<file path="src/rtl/prog_loader_pkg.sv">
// Shared sizes, FSM state encoding and the word-count clamp for the program loader.
package prog_loader_pkg;
    localparam int ADR_W  = 6;
    localparam int DATA_W = 32;
    localparam int DEPTH  = 64;
    localparam int CNT_W  = 7;

    typedef enum logic [1:0] {IDLE, WRITE, VERIFY, FINISH} state_t;

    // Counts above the memory depth would revisit words, so cap at one full pass.
    function automatic logic [CNT_W-1:0] clamp_cnt(input logic [CNT_W-1:0] c);
        return (c > CNT_W'(DEPTH)) ? CNT_W'(DEPTH) : c;
    endfunction
endpackage

</file>
<file path="src/rtl/sum32_acc.sv">
// 32-bit wrap-around accumulator with synchronous clear and add enable.
module sum32_acc
    import prog_loader_pkg::*;
(
    input  logic              clk,
    input  logic              rst_n,
    input  logic              clr,
    input  logic              en,
    input  logic [DATA_W-1:0] op,
    output logic [DATA_W-1:0] sum
);
    always_ff @(posedge clk) begin
        if (!rst_n)   sum <= '0;
        else if (clr) sum <= '0;
        else if (en)  sum <= sum + op;
    end
endmodule

</file>
<file path="src/rtl/prog_loader.sv">
// Streams a block of words into a 64x32 memory, optionally reads it back and
// compares write/read checksums before signalling done.
module prog_loader
    import prog_loader_pkg::*;
#(
    parameter bit VERIFY_EN = 1'b1
) (
    input  logic              clk,
    input  logic              rst_n,
    input  logic              start,
    input  logic [ADR_W-1:0]  base_adr,
    input  logic [CNT_W-1:0]  word_cnt,
    input  logic              s_valid,
    input  logic [DATA_W-1:0] s_data,
    output logic              s_ready,
    output logic [ADR_W-1:0]  mem_adr,
    output logic [DATA_W-1:0] mem_wd,
    output logic              mem_we,
    input  logic [DATA_W-1:0] mem_rd,
    output logic              busy,
    output logic              done,
    output logic              err
);
    state_t            state;
    logic [ADR_W-1:0]  ptr, base_q;
    logic [CNT_W-1:0]  remain, cnt_q, cnt_in;
    logic [DATA_W-1:0] wsum, rsum;
    logic              hs, load_go;

    assign cnt_in  = clamp_cnt(word_cnt);
    assign hs      = (state == WRITE) && s_valid;
    assign load_go = (state == IDLE) && start && (cnt_in != '0);

    assign s_ready = (state == WRITE);
    assign mem_we  = hs;
    assign mem_adr = ptr;
    assign mem_wd  = (state == WRITE) ? s_data : '0;
    assign busy    = (state != IDLE);

    sum32_acc u_wsum (.clk(clk), .rst_n(rst_n), .clr(load_go), .en(hs),
                      .op(s_data), .sum(wsum));
    sum32_acc u_rsum (.clk(clk), .rst_n(rst_n), .clr(load_go), .en(state == VERIFY),
                      .op(mem_rd), .sum(rsum));

    always_ff @(posedge clk) begin
        if (!rst_n) begin
            state  <= IDLE;
            ptr    <= '0;
            base_q <= '0;
            remain <= '0;
            cnt_q  <= '0;
            done   <= 1'b0;
            err    <= 1'b0;
        end else begin
            done <= 1'b0;
            case (state)
                IDLE: if (start) begin
                    err <= 1'b0;
                    if (cnt_in == '0) begin
                        done <= 1'b1;
                    end else begin
                        base_q <= base_adr;
                        cnt_q  <= cnt_in;
                        ptr    <= base_adr;
                        remain <= cnt_in;
                        state  <= WRITE;
                    end
                end
                WRITE: if (s_valid) begin
                    ptr    <= ptr + ADR_W'(1);
                    remain <= remain - CNT_W'(1);
                    if (remain == CNT_W'(1)) begin
                        if (VERIFY_EN) begin
                            state  <= VERIFY;
                            ptr    <= base_q;
                            remain <= cnt_q;
                        end else begin
                            state <= FINISH;
                            done  <= 1'b1;
                        end
                    end
                end
                VERIFY: begin
                    ptr    <= ptr + ADR_W'(1);
                    remain <= remain - CNT_W'(1);
                    if (remain == CNT_W'(1)) begin
                        // done/err are raised on entry so they are visible during FINISH;
                        // the last read word is folded in here rather than waiting a cycle.
                        state <= FINISH;
                        done  <= 1'b1;
                        err   <= (wsum != rsum + mem_rd);
                    end
                end
                FINISH: state <= IDLE;
                default: state <= IDLE;
            endcase
        end
    end
endmodule
</file>
<file path="config.mk">
export PLATFORM = sky130hd
export DESIGN_NAME = prog_loader
export DESIGN_NICKNAME = d
export VERILOG_FILES = /design/src/rtl/prog_loader_pkg.sv /design/src/rtl/sum32_acc.sv /design/src/rtl/prog_loader.sv
export SDC_FILE = /design/constraint.sdc
export NUM_CORES = 1
export LEC_CHECK = 0
export BUFFER_PORTS_ARGS = -buffer_cell sky130_fd_sc_hd__buf_2
export CAP_MARGIN = 20
export CORE_MARGIN = 3
export CORE_UTILIZATION = 55
export CTS_CLUSTER_SIZE = 40
export DETAILED_ROUTE_END_ITERATION = 10
export PLACE_DENSITY = 0.84
export SETUP_SLACK_MARGIN = 0.2
export SYNTH_ARGS = -nofsm -noshare
export SYNTH_HDL_FRONTEND = slang
export SYNTH_SLANG_ARGS = --single-unit
</file>
<file path="constraint.sdc">
create_clock -name clk -period 8.2 [get_ports clk]
set_clock_uncertainty 0.15 [all_clocks]
set_input_delay 1.64 -clock clk [delete_from_list [all_inputs] [get_ports clk]]
set_output_delay 1.64 -clock clk [all_outputs]
set_load 0.005 [all_outputs]
</file>
**Word-level counts from Yosys, hierarchy flattened**

Index checks and enable logic that the tools add are counted.

- Add/subtract/negate cells: 4
- $mul: 0
- Div/mod/pow operators: 0
- Order comparisons: 1
- Equal/unequal tests: 10
- Shifts and indexed selects: 0
- Multiplexer cells: 25
- Bitwise gates (word level): 2
- Reduce and logical (&&, ||, !) cells: 14

Operators with widths:

| kind | count |
|---|---|
| 32-bit adder | 2 |
| 7-bit 2-to-1 mux | 5 |
| 32-bit 2-to-1 mux | 1 |
| 32-bit inequality test | 1 |
| 6-bit 2-to-1 mux | 4 |
| 7-bit case mux with 3 select lines | 1 |
| 6-bit case mux with 3 select lines | 1 |
| 2-bit 2-to-1 mux | 5 |
| 2-bit inequality test (second input constant) | 4 |
| 2-bit case mux with 4 select lines | 1 |
| 7-bit by 1-bit equality test with 1-bit output (second input constant) | 1 |
| 7-bit greater-than comparator (second input constant) | 1 |
| 7-bit zero test | 1 |
| 7-bit nonzero test | 1 |
| 7-bit by 1-bit subtractor with 7-bit output (second input constant) | 1 |
| 6-bit by 1-bit adder with 6-bit output (second input constant) | 1 |
| 3-bit AND reduction | 2 |
| 1-bit 2-to-1 mux | 5 |
| 5-bit AND reduction | 1 |
| 2-bit equality test (second input constant) | 2 |
| 1-bit case mux with 2 select lines | 2 |
| 4-bit AND reduction | 1 |
| 2-bit nonzero test | 2 |
| 1-bit logical AND | 3 |
| other kinds (6) | 7 |

- Register bits: 94
- Latch bits: 0
- Memory bits (writable): 0
- Bits in read-only memories: 0
- Logic and storage cells: 65
- Memories: 0

**Longest topological paths before layout**

- Depth after elaboration: 6
- Mapped depth: 14
- Mapped depth without buffers: 14

**Modules after synthesis**

From an unflattened synthesis, not the netlist that was laid out.

- Cell total of the unflattened synthesis: 1,304
- Area, all modules: 9,854.5 um^2

Modules (own cells, without submodules):

| module | times used | cells an instance | area an instance (um^2) | sequential area each (um^2) |
|---|---|---|---|---|
| prog_loader | 1 | 589 | 4,276.6 | 600.6 |
| sum32_acc (u_wsum) | 1 | 378 | 2,845.2 | 640.6 |
| sum32_acc (u_rsum) | 1 | 337 | 2,732.6 | 640.6 |

**Worst setup path after synthesis**

No wires, ideal clock.

- Kind: input port to flip-flop
- Start: input port mem_rd[0]
- End: register err
- Library setup time: 136 ps
- Arrival time: 4,590 ps
- Slack: 3,324 ps
- Cell stages on the path: 14
- Cell sequence: ha_1 -> fa_1 -> a211oi_2 -> nor2_1 -> o311a_1 -> or2_4 -> a2111oi_2 -> or2_1 -> buf_6 -> xnor3_1 -> a311oi_1 -> nand4_1 -> nor4_1 -> a41oi_1

- Word-level cells in the longest chain between the ends: 4

RTL lines:

| item | RTL line | RTL |
|---|---|---|
| start, declared | prog_loader.sv:19 | `input logic [DATA_W-1:0] mem_rd,` |
| 32-bit adder | prog_loader.sv:91 | `err <= (wsum != rsum + mem_rd);` |
| 32-bit inequality test | prog_loader.sv:91 |  |
| 1-bit 2-to-1 mux | prog_loader.sv:86 | `if (remain == CNT_W'(1)) begin` |
| 1-bit case mux with 2 select lines | prog_loader.sv:56 | `case (state)` |
| end signal, assigned | prog_loader.sv:91 |  |
| end, declared | prog_loader.sv:22 | `output logic err` |

No other way between the ends. The select of a mux whose other input is x is not followed.
A chain may end at the register's enable or synchronous reset.

**Worst setup path in the final report**

- Start: input port s_valid
- End: output port mem_we

- Word-level cells in the longest chain between the ends: 1

RTL lines:

| item | RTL line | RTL |
|---|---|---|
| start, declared | prog_loader.sv:13 | `input logic s_valid,` |
| 1-bit logical AND | prog_loader.sv:31 | `assign hs = (state == WRITE) && s_valid;` |
| end, declared | prog_loader.sv:18 | `output logic mem_we,` |

No other way between the ends.

==> flow_summary.toml <==
[setup_path]
critPathMaxFanout = 38
cp.required_ns = 6.41
cp_data_arrival_time_ns = 3.24
criticalPathCategory = "in2out"
startpoint_type = "input port"
cp-end-kind = "output pin"

[floorplan]
coreArea_sq_um = 14200
die-height_microns = 128
fp.dieArea_sq_um = 16300
ios = 124
num_rows = 43
die_x_microns = 128
start_util_pct = 57.4

[power]
vdd_drop_max_uv = 157
p_per_area_nw_per_um2 = 246
power.leakage_nw = 4.14

[placed_design]
portBuffers = 123
gp_congestion = 0.961
dpl_worst_slack_ns = 2.92
hpwlAfterDp_microns = 16600
dpl_cell_area_sq_um = 8790

[route]
vias_per_cell = 6.02
totalWireLength_microns = 21900
wire_per_inst_microns = 16.4
drt_iter0_drc = 720
vias = 8020
drc = 0
dr.pass1.iters = 5
postRouteAntennaNets = 0

[logic_synthesis]
synth_top_area_cell = "dfxtp_1"
ys_types = 77
synth_nets = 1215
synth_edf_count = 0
synth_area_per_cell_sq_um = 7.67
synth_most_common_cell = "nand2_1"
yosys-top-cells-count = "nand2_1 (136), nor2_1 (104), dfxtp_1 (94), a21oi_1 (87), ha_1 (69)"
synth_top_area_share_pct = 23.1
yosys_warnings = 0
ys_ff_latch = 94
synth.area.top_cells = "dfxtp_1 (23%), ha_1 (11%), nand2_1 (6.3%)"
synthCells = 1063
netlist_area_sq_um = 8150
synth.yosys.seq_area_share_pct = 23.1
yosys_most_used_dff = "dfxtp_1"
ys_async_sr_fraction_pct = 0

[timing]
maxSlewHeadroom_pct = 34.4
hold_viol = 0
max_freq_mhz = 199
setup_viol = 0
fin_crit_sh_pct = 61.4
rsz0062_at_grt = "false"
period_needed_ns = 5.03
fin_tns_setup_ns = 0
slew_violations = 0
setup_ws_ns = 3.17
tightest_slew_ns = 0.985

[layout]
area.growth.synth_to_final_pct = 11.9
final_nets = 1298
finalInstanceArea_sq_um = 9120
drive_above_1_share_pct = 13.6

[cts]
clock-sinks = 94
root_buffer = "clkbuf_16"
ctsResizeCount = 0
htreeDepth = 3
cts_setup_buffers = 0
cts.clk_slew.worst_paths_ns = 0.07
tritoncts = "done"
postCtsHoldBufs = 0
clk_latency_ns = 0.35
cts_inserted_buffers = 9
clockBufferDepth = 2

[global_routing]
grt_max_degree = 65
grt-ovfl-total = 0
first_global_vias = 7159
antenna_found_initial = 2
grtUsageTotal_pct = 26.2
grt_pass1_wl_microns = 35600

[flow_run]
cap_violations = 0

[status]
outcome = "completed"

[min_path]
hold_class = "reg2reg"
worst paths after layout:
| path | cells past startpoint | startpoint | slack (ns) | end |
|---|---|---|---|---|
| max reg2reg | 13 | u_rsum.sum[0]$_SDFFE_PP0P_ | 4.32 | err$_SDFFE_PN0P_ |
| max | 5 | s_valid | 3.17 | mem_we |
| min | 2 | base_q[2]$_SDFFE_PN0P_ | 0.32 | base_q[2]$_SDFFE_PN0P_ |
| min reg2reg | 2 | base_q[2]$_SDFFE_PN0P_ | 0.32 | base_q[2]$_SDFFE_PN0P_ |
layout by cell type, fill, tap and decap left out, types with 4 or more instances in the layout:
| cell type | count |
|---|---|
| nand2_1 | 135 |
| buf_2 | 123 |
| nor2_1 | 104 |
| dfxtp_1 | 94 |
| a21oi_1 | 87 |
| ha_1 | 69 |
| xnor2_1 | 58 |
| a21o_1 | 41 |
| and2_1 | 37 |
| o21ai_0 | 35 |
| xor2_1 | 30 |
| inv_1 | 26 |
| mux2i_1 | 26 |
| a21boi_0 | 22 |
| o211ai_1 | 20 |
| nand3_1 | 16 |
| nor3_1 | 15 |
| a211oi_1 | 15 |
| nor2b_1 | 11 |
| o21a_1 | 11 |
| nand4_1 | 11 |
| nand2b_1 | 10 |
| and3_1 | 9 |
| a31oi_1 | 9 |
| o21bai_1 | 9 |
| nor3b_1 | 9 |
| clkbuf_16 | 9 |
| or3_1 | 7 |
| nand3b_1 | 7 |
| o21ai_1 | 5 |
| nor4_1 | 4 |
| o31a_1 | 4 |
| a221oi_1 | 4 |
| o211a_1 | 4 |
registers in the layout, indices dropped and copies added (netlist names):
| register | cells |
|---|---|
| base_q | 6 |
| u_rsum.sum | 32 |
| state | 2 |
| cnt_q | 7 |
| remain | 7 |
| mem_adr | 6 |
| done | 1 |
| u_wsum.sum | 32 |
| err | 1 |
cell families after synthesis:
group                    Yosys count  synth area share, %
buffers and inverters             82                 3.96
multiplexers                      26                 3.19
AO/OA/AOI/OAI                    306                 25.4
adder cells (fa/ha/maj)           71                 11.1
flip-flops                        94                 23.1
AND/OR/NAND/NOR                  393                 23.0
XOR/XNOR                          91                 10.3
metrics by stage:
step                power [mW]  cells  util (%)  hold WS [ns]
finish                    2.24   1333      64.2         0.315
global route              2.41   1333      64.2         0.337
CTS                       2.21   1330      64.0         0.317
detailed placement        1.79   1314      61.9         0.308
global placement          1.77   1314      61.9         0.302
floorplan                 1.50   1063         -         0.291
power by group:
part / total (mW) / switching [mW] / internal, mW
clock: 0.420 / 0.189 / 0.231
sequential: 0.630 / 0.0873 / 0.542
combinational: 1.19 / 0.696 / 0.496
worst max-delay path, cell delays in order:
cell and delay [ns]:
buf_2 0.11, nand2_1 0.07, buf_4 0.33, clkinv_1 0.71
buf_2 0.37
per-layer routing:
layer	vias up	track usage [%]	routed length, microns
met3	31	3.13	1560
li1	3955	-	-
met4	0	7.80	435
met2	327	39.6	9590
met5	-	0	0
met1	3707	39.2	10300
area by class of cell:
type | instances | area (sq um)
Antenna cell | 2 | 5.00
Multi-Input combinational cell | 887 | 5950
Inverter | 27 | 101
Timing Repair Buffer | 127 | 666
Clock inverter | 4 | 27.5
Fill cell | 1259 | 5080
Clock buffer | 12 | 267
Sequential cell | 94 | 1880
Tap cell | 180 | 225
No activity file was read; power rests on OpenSTA's default activity.
